`config.mk`:
```
export PLATFORM = sky130hd
export DESIGN_NAME = seg7_scan_driver
export DESIGN_NICKNAME = d
export VERILOG_FILES = /design/src/rtl/seg7_scan_driver.sv
export SDC_FILE = /design/constraint.sdc
export NUM_CORES = 1
export LEC_CHECK = 0
export BUFFER_PORTS_ARGS = -buffer_cell sky130_fd_sc_hd__buf_2
export CAP_MARGIN = 30
export CORE_ASPECT_RATIO = 1.1
export CORE_MARGIN = 5
export CORE_UTILIZATION = 25
export DETAILED_ROUTE_END_ITERATION = 16
export HOLD_SLACK_MARGIN = 0.02
export SYNTH_ARGS = -nofsm -noshare
export SYNTH_HDL_FRONTEND = slang
export SYNTH_SLANG_ARGS = --single-unit
```
`constraint.sdc`:
```
create_clock -name clk -period 3.3 [get_ports clk]
set_input_delay 0 -clock clk [delete_from_list [all_inputs] [get_ports clk]]
set_output_delay 0 -clock clk [all_outputs]
set_load 0.05 [all_outputs]
```
`src/rtl/seg7_scan_driver.sv`:
```
// seg7_scan_driver
//   Time-multiplexed driver for an N-digit common-anode 7-segment display.
//   A load strobe captures a packed digit word and per-digit decimal points.
//   One digit is shown per refresh slot. Every slot starts with a short window
//   in which all anodes are off, so the previous digit does not ghost onto the
//   next one. Leading zeros can be suppressed, and codes 10-15 can be shown as
//   hex glyphs.
//
// Ports
//   clk        system clock, rising edge
//   rst_n      synchronous reset, active-low
//   enable     1 = scanning, 0 = display dark and scan counters held at zero
//   load       single-cycle strobe that captures digits_in / dp_in
//   digits_in  packed 4-bit codes, [3:0] = digit 0 (least significant)
//   dp_in      decimal point request per digit, 1 = lit
//   blank_lz   1 = suppress leading zeros (sampled live)
//   seg        {g,f,e,d,c,b,a}, active-low, registered
//   dp         decimal point, active-low, registered
//   an         anode enables, active-low, at most one low, registered
module seg7_scan_driver #(
    parameter int unsigned NUM_DIGITS   = 4,
    parameter int unsigned REFRESH_DIV  = 100000,
    parameter int unsigned BLANK_CYCLES = 2,
    parameter int unsigned HEX_MODE     = 0
) (
    input  logic                    clk,
    input  logic                    rst_n,
    input  logic                    enable,
    input  logic                    load,
    input  logic [4*NUM_DIGITS-1:0] digits_in,
    input  logic [NUM_DIGITS-1:0]   dp_in,
    input  logic                    blank_lz,
    output logic [6:0]              seg,
    output logic                    dp,
    output logic [NUM_DIGITS-1:0]   an
);

    localparam int unsigned RW = (REFRESH_DIV > 1) ? $clog2(REFRESH_DIV) : 1;
    localparam int unsigned IW = (NUM_DIGITS > 1) ? $clog2(NUM_DIGITS) : 1;
    localparam logic [RW-1:0] RcntLast = RW'(REFRESH_DIV - 1);
    localparam logic [RW-1:0] BlankEnd = RW'(BLANK_CYCLES);
    localparam logic [IW-1:0] IdxLast  = IW'(NUM_DIGITS - 1);
    localparam logic          HexOn    = (HEX_MODE != 0);

    logic [4*NUM_DIGITS-1:0] shadow_q;
    logic [NUM_DIGITS-1:0]   shadow_dp_q;
    logic [RW-1:0]           rcnt_q, rcnt_d;
    logic [IW-1:0]           idx_q, idx_d;
    logic [6:0]              seg_q, seg_d;
    logic                    dp_q, dp_d;
    logic [NUM_DIGITS-1:0]   an_q, an_d;

    logic [3:0]              cur_code;
    logic                    cur_dp;
    logic                    upper_zero;

    function automatic logic [6:0] glyph(input logic [3:0] code);
        logic [6:0] g;
        case (code)
            4'h0:    g = 7'b1000000;
            4'h1:    g = 7'b1111001;
            4'h2:    g = 7'b0100100;
            4'h3:    g = 7'b0110000;
            4'h4:    g = 7'b0011001;
            4'h5:    g = 7'b0010010;
            4'h6:    g = 7'b0000010;
            4'h7:    g = 7'b1111000;
            4'h8:    g = 7'b0000000;
            4'h9:    g = 7'b0010000;
            4'hA:    g = HexOn ? 7'b0001000 : 7'b1111111;
            4'hB:    g = HexOn ? 7'b0000011 : 7'b1111111;
            4'hC:    g = HexOn ? 7'b1000110 : 7'b1111111;
            4'hD:    g = HexOn ? 7'b0100001 : 7'b1111111;
            4'hE:    g = HexOn ? 7'b0000110 : 7'b1111111;
            default: g = HexOn ? 7'b0001110 : 7'b1111111;
        endcase
        return g;
    endfunction

    // Scan counters: slot counter plus digit index, both cleared while disabled.
    always_comb begin
        rcnt_d = rcnt_q;
        idx_d  = idx_q;
        if (!enable) begin
            rcnt_d = '0;
            idx_d  = '0;
        end else if (rcnt_q == RcntLast) begin
            rcnt_d = '0;
            idx_d  = (idx_q == IdxLast) ? '0 : idx_q + 1'b1;
        end else begin
            rcnt_d = rcnt_q + 1'b1;
        end
    end

    // Select the current digit and find whether it and every more significant
    // digit are zero (the leading-zero condition).
    always_comb begin
        cur_code   = 4'h0;
        cur_dp     = 1'b0;
        upper_zero = 1'b1;
        for (int i = 0; i < NUM_DIGITS; i++) begin
            if (idx_q == IW'(i)) begin
                cur_code = shadow_q[4*i +: 4];
                cur_dp   = shadow_dp_q[i];
            end
            if (IW'(i) >= idx_q && shadow_q[4*i +: 4] != 4'h0) begin
                upper_zero = 1'b0;
            end
        end
    end

    // Output next-state is built from the pre-edge counters, so the pins lag
    // the counters by exactly one cycle.
    always_comb begin
        seg_d = 7'h7F;
        dp_d  = 1'b1;
        an_d  = '1;
        if (enable && rcnt_q >= BlankEnd) begin
            for (int i = 0; i < NUM_DIGITS; i++) begin
                an_d[i] = (idx_q != IW'(i));
            end
            dp_d = ~cur_dp;
            // Suppressed digits keep their anode and decimal point.
            if (blank_lz && idx_q != '0 && upper_zero) begin
                seg_d = 7'h7F;
            end else begin
                seg_d = glyph(cur_code);
            end
        end
    end

    always_ff @(posedge clk) begin
        if (!rst_n) begin
            shadow_q    <= '0;
            shadow_dp_q <= '0;
            rcnt_q      <= '0;
            idx_q       <= '0;
            seg_q       <= 7'h7F;
            dp_q        <= 1'b1;
            an_q        <= '1;
        end else begin
            if (load) begin
                shadow_q    <= digits_in;
                shadow_dp_q <= dp_in;
            end
            rcnt_q <= rcnt_d;
            idx_q  <= idx_d;
            seg_q  <= seg_d;
            dp_q   <= dp_d;
            an_q   <= an_d;
        end
    end

    assign seg = seg_q;
    assign dp  = dp_q;
    assign an  = an_q;

endmodule

```
---- Word-level counts from Yosys, hierarchy flattened ----
Memories as Yosys holds them, arrays and structs flattened. A register that Yosys moved wholly into a read port is not among the register bits.
Cells that the tools add are included.
word-level totals
  output and inout bits ................... 12
  input port bits ......................... 25
  logic and storage cells ................. 55
  register bits ........................... 44
  memories kept ........................... 1
  ROM bits ................................ 112
memories
  name             depth  width  rd ports  clocked after memory_dff  write ports  RTL line  source
  (no name shown)  16     7      1         1                         0            59        case (code)
cells by class
  bitwise operators ....................... 4
  equality and inequality tests ........... 7
  muxes and demuxes ....................... 13
  add/sub/neg operators ................... 2
  reduce and logical (&&, ||, !) cells .... 17
  $lt $le $gt $ge ......................... 5
operators by type and width
  kind                     number
  $add A17 B1 Y17 const B  1
  $eq A17 B17 Y1 const B   1
  $ge A17 B2 Y1 const B    1
  $mux W4                  4
  $reduce_bool A4 Y1       4
  $mux W1                  8
  $logic_and A1 B1 Y1      7
  $reduce_or A3 Y1         2
  $eq A2 B2 Y1 const B     2
  $ge A1 B2 Y1 const A     2
  $ge A2 B2 Y1 const A     2
  $ne A2 B2 Y1 const B     2
  $not A1 Y1               4
  $reduce_and A2 Y1        2
  $add A2 B1 Y2 const B    1
  $eq A2 B1 Y1 const B     1
  $logic_not A2 Y1         1
  $mux W2                  1
  $ne A2 B1 Y1 const B     1
  $reduce_bool A2 Y1       1

---- Longest topological paths before layout ----
Gate-level depths: netlist (run 1).
  depth in word-level cells ............... 8
  gate-level depth with buffers ........... 10
  gate-level depth less buffers ........... 9

---- Least setup slack after synthesis (run 1) ----
OpenSTA, ideal clock, no wires.
  path kind ............................... register to register
  start point ............................. register idx_q[1]
  end point ............................... register seg_q[0], in the netlist seg[0]
  data required time ...................... 3,172 ps
  setup time .............................. 128 ps
  arrival ................................. 2,160 ps
  cell stages (with the launch flop) ...... 11
  period minus slack after synthesis ...... 2,288 ps
  path slack .............................. 1,012 ps
  path buffers ............................ 1
  cells stage by stage .................... dfxtp_1 > inv_1 > ha_1 > buf_4 > nand3b_1 > a211oi_2 > inv_1 > ha_1 > nor2b_1 > a211oi_1 > o21ai_0
between the ends
  word-level cells in the longest chain between the ends .. 8
  elaborated cells on any way between the ends .. 24
  those cells by class .................... order compare (4); eq/ne (3); mux (8); reduce/logical (9)
RTL lines
  what                               RTL line  source
  start, declared                    48        logic [IW-1:0] idx_q, idx_d;
  start signal, assigned             147       idx_q <= idx_d;
  $ge A1 B2 Y1                       106       if (IW'(i) >= idx_q && shadow_q[4*i +: 4] != 4'h0) begin
  $logic_and A1 B1 Y1                106
  $mux W1 (4 in series)              106
  $logic_and A1 B1 Y1                124       if (blank_lz && idx_q != '0 && upper_zero) begin
  $reduce_or A3 Y1 (no source line)  --
  end, declared                      49        logic [6:0] seg_q, seg_d;
Parallel ways exist; a longest one is shown, timed or not.
A chain may end at the register's enable or synchronous reset.

---- Worst setup path in the final report (run 1) ----
  start point ............................. register idx_q[0]
  end point ............................... register seg_q[0], in the netlist seg[0]
The elaborated chain is that of the path after synthesis.

==> key figures, run 1 <==
Run status
  – Status: finished, final reports clean

Timing
  – Achievable Freq: 366 MHz
  – Max-slew headroom: 0.407
  – Worst clock skew: 0.00886 ns
  – RSZ-0062 raised after global routing: no
  – Final setup viols: 0
  – Tmin final: 2.73 ns
  – Fin. Hold Viols: 0
  – Worst-margin pin slew: 0.888 ns
  – Tcrit/Tclk final: 0.828
  – Sum Neg Setup Slack: 0 ns
  – Pins Over Slew Limit: 0

Synth
  – Post-synthesis adder-cell area fraction: 0.0618
  – Synth unique cells: 42
  – Simple-gate area share of the yosys netlist: 0.256
  – Syn Area/Cell: 9.61 sq um
  – Cells after synthesis: 253
  – XOR/XNOR Fraction of Synth Area: 0.0540
  – Synth Flop Type: dfxtp_1
  – Complex-gate fraction of the synthesized area: 0.0844
  – #FFs+latches synth: 51
  – Async set-reset flop share out of synthesis: 0
  – Seq/Total Area, Yosys: 0.420
  – Top post-synthesis cells by area: dfxtp_1, mux2i_1, ha_1
  – Ys Warns: 0
  – Post-Syn Area: approximately 0.0024 sq mm
  – Largest family of logic cells by synthesized area: simple AND/OR/NAND/NOR gates
  – Multiplexer area fraction after synthesis: 0.0906
  – Area share of the largest cell type after synthesis: 0.420
  – Synth area leader: dfxtp_1
  – Syn nets: 290
  – EDFF count, synth: 0

Clocking
  – Total CTS buffers: 5
  – Reg clk slew, reported paths: 0.09 ns
  – Resized cells post-CTS: 0
  – TritonCTS Sinks: 51
  – Clock network latency to the later pin of the worst-skew pair: 0.30 ns
  – Clock Tree Buf Depth: 2
  – CTS H-Tree Depth: 2
  – # Post-CTS Setup Buffers: 0
  – CTS tree: done
  – CTS root buffer: clkbuf_8

Global route
  – Grt met1 use: 0.114
  – Initial antenna violation count: 0
  – First-pass GRT wire length: ~9000 microns
  – Met3 usage: 0.0255
  – Largest net degree at the start of global routing: 23
  – Global route total overflow: 0
  – Total Routing Usage GR: 0.0924
  – Vias in the first global route: about 1800
  – Most Crowded Layer GR: met2
  – Met2 usage: 0.155

Worst hold path
  – Min-delay src: rst_n
  – Min-delay worst type: primary input to flip-flop

Power and ir drop
  – Sequential cell fraction of total power: 0.539
  – Internal cell power: 0.922 mW
  – Leakage: 1.18 nW
  – Net Sw Frac: 0.231
  – PwrDens: 396 mW/mm^2
  – Worst vdd ir: 164 uV
  – Logic pwr share: 0.102
  – P_sw: 0.277 mW
  – Clock power frac: 0.359

Die
  – Die height: between 100 and 150 microns
  – Row cnt: 37
  – Initial Utilization: 0.257
  – Die area: approximately 0.012 sq mm
  – Die Wd: around 100 microns
  – Top Ports: 37
  – Core ar.: 0.00944 sq mm

Routing
  – WL/cell: 12.7 microns
  – Detail Route Antenna Nets: 0
  – DRT Pass-1 Iters: 4
  – DRC viols: 0
  – Starting DRT DRC Count: 76
  – Via density: 4.56
  – Post-Route WL: between 5000 and 6000 microns
  – DR vias: 1937

Critical path
  – Startpoint types: flip-flop
  – Critical-path top delay cell: ha_1
  – Reg-to-Reg Start: idx_q[0]
  – Crit path to: seg[0]
  – Setup CP Type: flip-flop to flip-flop
  – Data required time at the worst endpoint: 3.48 ns
  – Maximum net fanout on the critical path: 16
  – Crit path cell chain: ha_1 > a211oi_1 > a211oi_2 > inv_1 > ha_1 > nor2b_1 > a211oi_1 > o21ai_0
  – CP arrival: roughly 2.9 ns
  – Reg-to-Reg End: seg[0]
  – R2r setup slk: between 0.5 and 0.6 ns
  – CP Capture Type: flip-flop
  – Crit path from: idx_q[0]
  – FF-to-FF path depth: 8
  – CP peak stage delay: 0.53 ns

Finish
  – Layout cell share with drive strength beyond 1: 0.179
  – Most common cell after layout, fill and taps aside: dfxtp_1
  – Layout net count: 344
  – Ant diodes: 0
  – Area Overhead vs Synth: 24.4%
  – Final Instance Area: 0.00303 sq mm
  – Commonest non-fill, non-tap cells in the layout: dfxtp_1, buf_2, nor2_1

Job
  – MaxCap Viol Count: 0

Placement
  – Port Buf Inserts: 36
  – Routability Congestion: between 0.8 and 0.9
  – Placed cell area: 0.00270 sq mm
  – Detailed Place HPWL: around 4000 microns
==> cells by family after synthesis <==
logic type | count (synthesis)
AND/OR/NAND/NOR | 110
flip-flops | 51
AO/OA/AOI/OAI | 26
multiplexers | 22
buffers and inverters | 17
XOR/XNOR | 15
adder cells (fa/ha/maj) | 12
==> per-layer routing <==
metal / vias up / share of wire
met4: 0 / 0.019
met5: - / 0
met3: 9 / 0.045
li1: 984 / -
met2: 42 / 0.47
met1: 902 / 0.46
==> registers in the layout, summed over array words and instances, names as in the netlist <==
| register | cells |
|---|---|
| an | 4 |
| idx_q | 2 |
| seg | 7 |
| rcnt_q | 17 |
| shadow_dp_q | 4 |
| shadow_q | 16 |
| dp | 1 |
==> metrics by stage <==
| step | worst slack [ns] | std cells | util | power [mW] | hold WS (ns) |
|---|---|---|---|---|---|
| after floorplan | 1.01 | 253 | - | 0.730 | 0.168 |
| after global placement | 0.761 | 396 | 0.286 | 0.762 | 0.260 |
| after detailed placement | 0.633 | 396 | 0.286 | 0.764 | 0.267 |
| after CTS | 0.599 | 425 | 0.320 | 1.22 | 0.122 |
| after global routing | 0.316 | 425 | 0.320 | 1.26 | 0.131 |
| final | 0.569 | 425 | 0.320 | 1.20 | 0.124 |
==> Yosys cell counts, types with 2 or more instances <==
library cell,n
nor3_1,5
nand3b_1,4
nor4_1,6
dfxtp_1,51
and3_2,2
mux2i_1,22
ha_1,12
a21oi_1,3
nand4_1,3
xnor2_1,5
o21ai_0,7
buf_2,3
nand3_1,6
inv_1,7
nand3_2,2
and3_1,2
nor4b_1,3
nand2_1,16
clkbuf_1,5
nor3b_1,4
nor2b_1,24
xor2_1,10
a211oi_1,5
a211oi_2,2
nor2_1,27
==> worst min-delay path by stage <==
| stage | slack [ns] | depth (start not counted) | end |
|---|---|---|---|
| 2_1_floorplan | 0.17 | 2 | idx_q[0] |
| 3_3_place_gp | 0.26 | 3 | shadow_q[10] |
| 3_5_place_dp | 0.27 | 3 | shadow_q[12] |
| 4_1_cts | 0.12 | 2 | shadow_q[7] |
| 5_1_grt | 0.13 | 2 | shadow_dp_q[0] |
| 6_report | 0.12 | 2 | shadow_q[7] |
==> worst max-delay path, delay by kind of cell, from the launching register on <==
kind,cells,cell delay [ns]
flip-flops,1,0.44
AND/OR/NAND/NOR,1,0.13
adder cells (fa/ha/maj),2,0.76
buffers and inverters,1,0.20
AO/OA/AOI/OAI,4,1.09
==> area by class of cell <==
| cell class | count | area (sq um) |
|---|---|---|
| Clock buffer | 5 | 68.8 |
| Clock inverter | 3 | 43.8 |
| Fill cell | 994 | 6420 |
| Inverter | 7 | 26.3 |
| Multi-Input combinational cell | 185 | 1330 |
| Sequential cell | 51 | 1020 |
| Tap cell | 117 | 146 |
| Timing Repair Buffer | 57 | 390 |
==> power groups by stage <==
stage / clock, mW / combinational, mW / sequential (mW)
2_1_floorplan: 0 / 0.0672 / 0.663
3_3_place_gp: 0 / 0.101 / 0.661
3_5_place_dp: 0 / 0.103 / 0.661
4_1_cts: 0.454 / 0.123 / 0.647
5_1_grt: 0.476 / 0.136 / 0.649
6_report: 0.431 / 0.122 / 0.646
==> what timing repair did <==
| item | 4_1_cts | 5_1_grt |
|---|---|---|
| endpoints found under the setup margin | 0 | 0 |
| hold endpoints to repair | 21 | 0 |
| hold buffers | 21 | 0 |
Power figures use the tool's default switching activity.
==> run 2: changes to the inputs <==
clock period = 2.8 ns   (was 3.3 ns; I/O delays follow)
==> key figures, run 2 (same netlist as run 1, synthesis figures left out) <==
Job
  – MaxCap Viol Count: 0 (unchanged)

Timing
  – Tcrit/Tclk final: 0.915 (+0.0877)
  – Final setup viols: 0 (unchanged)
  – Min Hold Slack: 0.139 ns (+0.0146 ns)
  – Worst-margin pin slew: 0.724 ns (-0.163 ns)
  – Max-slew headroom: 0.516 (+0.109)
  – Tmin final: 2.56 ns (-0.168 ns)
  – Worst clock skew: 0.00956 ns (+0.000693 ns)
  – Achievable Freq: 390 MHz (+6.6%)
  – Fin. Hold Viols: 0 (unchanged)
  – Pins Over Slew Limit: 0 (unchanged)

Routing
  – Starting DRT DRC Count: 58 (-24%)
  – Post-Route WL: 5350 microns (-1.1%)
  – DRC viols: 0 (unchanged)
  – Via density: 4.45 (-2.4%)
  – WL/cell: 12.4 microns (-2.5%)
  – DR vias: 1918 (-0.98%)
  – DRT Pass-1 Iters: 4 (unchanged)
  – Detail Route Antenna Nets: 0 (unchanged)

Die
  – Die height: 113 microns (unchanged)
  – Initial Utilization: 0.257 (unchanged)
  – Top Ports: 37 (unchanged)
  – Die Wd: 104 microns (unchanged)
  – Core ar.: 0.00944 sq mm (unchanged)
  – Row cnt: 37 (unchanged)
  – Die area: 0.0118 sq mm (unchanged)

Power and ir drop
  – Logic pwr share: 0.112 (+0.010)
  – P_sw: 0.322 mW (+16%)
  – Clock power frac: 0.311 (-0.048)
  – Net Sw Frac: 0.244 (+0.0124)
  – PwrDens: 434 mW/mm^2 (+9.4%)
  – Internal cell power: 0.998 mW (+8.3%)
  – Leakage: 1.20 nW (+1.3%)
  – Worst vdd ir: 192 uV (+17%)
  – Power, Total: 1.32 mW (+10%)
  – Sequential cell fraction of total power: 0.577 (+0.038)

Finish
  – Ant diodes: 0 (unchanged)
  – Core Util, Final: 0.322 (+0.00185)
  – Max reg flops: 17 (unchanged)
  – Commonest non-fill, non-tap cells in the layout: dfxtp_1, buf_2, nor2_1
  – Layout net count: 350 (+1.7%)
  – Layout cell share with drive strength beyond 1: 0.191 (+0.0125)
  – Area Overhead vs Synth: 25.2%
  – Layout Cells excl Fill: 431 (+1.4%)
  – Final Instance Area: 0.00304 sq mm (+0.58%)
  – Most common cell after layout, fill and taps aside: dfxtp_1
  – Fillers: 1007 (+1.3%)
  – Most flops, register: rcnt_q

Critical path
  – Data required time at the worst endpoint: 2.97 ns (-0.51 ns)
  – Critical-path top delay cell: dfxtp_1
  – Crit path cell chain: inv_1 > ha_1 > nor3b_1 > a211oi_2 > inv_1 > ha_1 > nor2b_1 > a211oi_1 > o21ai_0
  – Setup CP Type: flip-flop to flip-flop
  – Maximum net fanout on the critical path: 11 (-5)
  – CP arrival: 2.74 ns (-0.17 ns)
  – Startpoint types: flip-flop
  – R2r setup slk: 0.24 ns (-0.33 ns)
  – CP Capture Type: flip-flop
  – CP peak stage delay: 0.43 ns (-0.10 ns)

Global route
  – First-pass GRT wire length: 9130 microns (+1.7%)
  – Initial antenna violation count: 0 (unchanged)
  – Global route total overflow: 0 (unchanged)
  – Vias in the first global route: 1913 (+5.0%)
  – Total Routing Usage GR: 0.0933 (+0.000857)
  – Largest net degree at the start of global routing: 23 (unchanged)

Clocking
  – CTS tree: done
  – Clock Tree Buf Depth: 2 (unchanged)
  – Resized cells post-CTS: 0 (unchanged)
  – Reg clk slew, reported paths: 0.09 ns (about the same)
  – Clock network latency to the later pin of the worst-skew pair: 0.30 ns (about the same)
  – Total CTS buffers: 5 (unchanged)
  – TritonCTS Sinks: 51 (unchanged)
  – CTS H-Tree Depth: 2 (unchanged)
  – CTS root buffer: clkbuf_8

Placement
  – Placed Instances: 400 (+1.0%)
  – Placed cell area: 0.00273 sq mm (+1.1%)
  – Detailed Place HPWL: 3950 microns (-0.96%)
  – Port Buf Inserts: 36 (unchanged)
  – Routability Congestion: 0.800 (-6.1%)

Worst hold path
  – Min-delay worst type: primary input to flip-flop

Run status
  – Status: finished, final reports clean
==> run 2: changes by cell type in the layout (fill, tap and decap cells not counted) <==
cell / before / now
bufinv_16: 1 / 0
buf_4: 0 / 6
clkinv_4: 1 / 0
clkbuf_1: 0 / 1
clkinvlp_4: 0 / 1
==> run 2: final timing paths <==
| check | from | endpoint | cells past startpoint |
|---|---|---|---|
| worst max-delay path | idx_q[0] | seg[0] | 9 |
| worst min-delay path | rst_n | shadow_dp_q[3] | 2 |
| worst max register to register | idx_q[0] | seg[0] | 9 |
| worst min register to register | rcnt_q[0] | rcnt_q[0] | 1 |
==> run 2: critical path: cells and delay by family (launching register included) <==
kind,cells,cell delay (ns)
flops,1,0.43
compound gates,3,0.83
simple gates,2,0.33
fa+ha+maj,2,0.58
buf+inv,2,0.27
==> run 2: area by class of cell <==
cell class | count | area [sq um] | share of cell area
clock buffer | 6 | 72.6 | 0.0238
sequential | 51 | 1020 | 0.336
inverter | 7 | 26.3 | 0.00863
timing repair buffer | 63 | 435 | 0.143
multi-input combinational | 185 | 1330 | 0.437
clock inverter | 2 | 12.5 | 0.00411
tap | 117 | 146 | 0.0481
==> run 2: power by group through the flow <==
stage | Clock (mW) | Sequential (mW) | Combinational (mW)
5_1_grt | 0.465 | 0.765 | 0.164
2_1_floorplan | 0 | 0.781 | 0.0792
3_5_place_dp | 0 | 0.779 | 0.123
4_1_cts | 0.438 | 0.762 | 0.147
6_report | 0.411 | 0.762 | 0.147
3_3_place_gp | 0 | 0.778 | 0.121
==> run 2: metrics by stage <==
stage	setup TNS, ns	setup WS [ns]
detailed placement	0	0.271
floorplan	0	0.512
global route	-0.0714	-0.0580
finish	0	0.237
global placement	0	0.369
CTS	0	0.225
==> run 2: repair_timing <==
| item | CTS | global route |
|---|---|---|
| hold buffers | 21 | 0 |
| setup buffers | 0 | 2 |
| endpoints found under the hold margin | 21 | 0 |
| setup endpoints to repair | 0 | 2 |
==> run 2: metal layers <==
layer  GRT usage  wire (microns)  up-vias
met2       0.155            2550       34
met3      0.0243             216        6
met4      0.0285              53        0
met5           0               0        -
li1            -               -      998
met1       0.119            2520      880
==> run 3: changes to the inputs <==
CELL_PAD_IN_SITES_DETAIL_PLACEMENT = 0   (was unset)
CELL_PAD_IN_SITES_GLOBAL_PLACEMENT = 1   (was unset)
PLACE_DENSITY_LB_ADDON = 0.1   (was unset)
==> key figures, run 3 (same netlist as run 1, synthesis figures left out) <==
Run status
  – Status: finished, final reports clean

Die
  – Initial Utilization: 0.257 (unchanged)
  – Die Wd: 104 microns (unchanged)
  – Top Ports: 37 (unchanged)
  – Core ar.: 0.00944 sq mm (unchanged)
  – Row cnt: 37 (unchanged)
  – Die height: 113 microns (unchanged)
  – Die area: 0.0118 sq mm (unchanged)

Routing
  – Post-Route WL: 5900 microns (+10%)
  – DR vias: 1884 (-1.8%)
  – DRT Pass-1 Iters: 4 (unchanged)
  – Via density: 4.34 (-2.5%)
  – WL/cell: 13.6 microns (+9.6%)
  – Detail Route Antenna Nets: 0 (unchanged)
  – Starting DRT DRC Count: 38 (-34%)
  – DRC viols: 0 (unchanged)

Critical path
  – CP arrival: 2.47 ns (-0.27 ns)
  – Maximum net fanout on the critical path: 11 (unchanged)
  – Critical-path top delay cell: ha_1
  – Crit path cell chain: inv_1 > ha_1 > nor3b_1 > a211o_1 > inv_1 > ha_1 > nor2b_1 > a211oi_1 > o21ai_0
  – CP peak stage delay: 0.42 ns (about the same)
  – R2r setup slk: 0.51 ns (+0.28 ns)
  – Setup CP Type: flip-flop to flip-flop
  – CP Capture Type: flip-flop
  – Startpoint types: flip-flop
  – Data required time at the worst endpoint: 2.98 ns (about the same)
  – Reg-to-Reg Start: idx_q[0]
  – Crit path from: idx_q[0]

Timing
  – Max-slew headroom: 0.578 (+0.0617)
  – Worst-margin pin slew: 0.633 ns (-0.0913 ns)
  – Pins Over Slew Limit: 0 (unchanged)
  – Achievable Freq: 437 MHz (+12%)
  – Worst clock skew: 0.0111 ns (+0.00158 ns)
  – Sum Neg Setup Slack: 0 ns (unchanged)
  – Final WS setup: 0.514 ns (+0.276 ns)
  – Min Hold Slack: 0.317 ns (+0.178 ns)
  – RSZ-0062 raised after global routing: no
  – Tcrit/Tclk final: 0.817 (-0.0987)
  – Tmin final: 2.29 ns (-0.276 ns)
  – Final setup viols: 0 (unchanged)
  – Fin. Hold Viols: 0 (unchanged)

Global route
  – Global route total overflow: 0 (unchanged)
  – Vias in the first global route: 1963 (+2.6%)
  – Initial antenna violation count: 0 (unchanged)
  – Total Routing Usage GR: 0.104 (+0.0102)
  – First-pass GRT wire length: 9990 microns (+9.5%)
  – Largest net degree at the start of global routing: 22 (-4.3%)

Placement
  – Detailed Place HPWL: 4400 microns (+12%)
  – Placed cell area: 0.00276 sq mm (+0.82%)
  – Pre-CTS setup slack: 0.519 ns (+0.248 ns)
  – Routability Congestion: 0.751 (-6.2%)
  – Port Buf Inserts: 36 (unchanged)

Job
  – MaxCap Viol Count: 0 (unchanged)

Power and ir drop
  – Internal cell power: 1.18 mW (+19%)
  – Power, Total: 1.53 mW (+16%)
  – Sequential cell fraction of total power: 0.498 (-0.079)
  – Clock power frac: 0.404 (+0.093)
  – Net Sw Frac: 0.228 (-0.0159)
  – Worst vdd ir: 211 uV (+9.9%)
  – Logic pwr share: 0.098 (-0.014)
  – Leakage: 1.23 nW (+2.9%)
  – P_sw: 0.349 mW (+8.6%)
  – PwrDens: 492 mW/mm^2 (+13%)

Clocking
  – CTS root buffer: clkbuf_8
  – # Post-CTS Setup Buffers: 0 (unchanged)
  – Reg clk slew, reported paths: 0.10 ns (about the same)
  – Clock Tree Buf Depth: 2 (unchanged)
  – TritonCTS Sinks: 51 (unchanged)
  – Total CTS buffers: 5 (unchanged)
  – CTS tree: done
  – CTS H-Tree Depth: 2 (unchanged)
  – Clock network latency to the later pin of the worst-skew pair: 0.31 ns (about the same)

Worst hold path
  – Min-delay worst type: primary input to flip-flop
  – Min-delay src: load

Finish
  – Layout cell share with drive strength beyond 1: 0.192 (+0.00135)
  – Most flops, register: rcnt_q
  – Area occupied by multi-input gates: 0.00133 sq mm (unchanged)
  – Area Overhead vs Synth: 28.3%
  – Layout net count: 353 (+0.86%)
  – Ant diodes: 0 (unchanged)
  – Most common cell after layout, fill and taps aside: dfxtp_1
  – Commonest non-fill, non-tap cells in the layout: dfxtp_1, buf_2, nor2_1
  – Fillers: 1013 (+0.60%)
  – Register area: 0.00102 sq mm (unchanged)
  – Final Instance Area: 0.00312 sq mm (+2.5%)
  – Max reg flops: 17 (unchanged)
-- run 3: final timing paths --
path            endpoint  cells past startpoint
max reg2reg       seg[0]                      9
max               seg[0]                      9
min          shadow_q[3]                      3
min reg2reg    rcnt_q[0]                      1
-- run 3: final cells by class --
type	count	area share
Tap cell	117	0.0470
Multi-Input combinational cell	185	0.426
Clock inverter	2	0.0193
Timing Repair Buffer	66	0.148
Clock buffer	6	0.0233
Inverter	7	0.00843
Sequential cell	51	0.327
-- run 3: per-stage QoR --
| step | utilization | std cells |
|---|---|---|
| after floorplan | - | 253 |
| after global routing | 0.330 | 434 |
| after detailed placement | 0.292 | 403 |
| after global placement | 0.292 | 403 |
| final | 0.330 | 434 |
| after CTS | 0.330 | 434 |
-- run 3: per-layer routing --
metal  track usage  part of all wire  vias up
met5             0                 0        -
met4        0.0259             0.012        0
met3        0.0272             0.034        5
met2         0.169              0.45       26
met1         0.137              0.50      848
li1              -                 -     1005
-- run 3: power groups by stage --
stage	logic, mW	clock network [mW]	registers (mW)
after floorplan	0.0792	0	0.781
after global placement	0.131	0	0.780
after detailed placement	0.129	0	0.780
after CTS	0.154	0.640	0.763
after global routing	0.169	0.661	0.766
final	0.151	0.619	0.763
-- run 3: repair_timing --
action / in CTS / in global routing
hold buffers: 23 / 0
endpoints found under the hold margin: 21 / 0
gates resized for setup: 0 / 0
-- run 3: critical path, delay by kind of cell, from the launching register on --
family,cells,cell delay (ns)
buffers and inverters,2,0.18
AND/OR/NAND/NOR,2,0.41
adder cells (fa/ha/maj),2,0.59
AO/OA/AOI/OAI,3,0.61
flip-flops,1,0.37
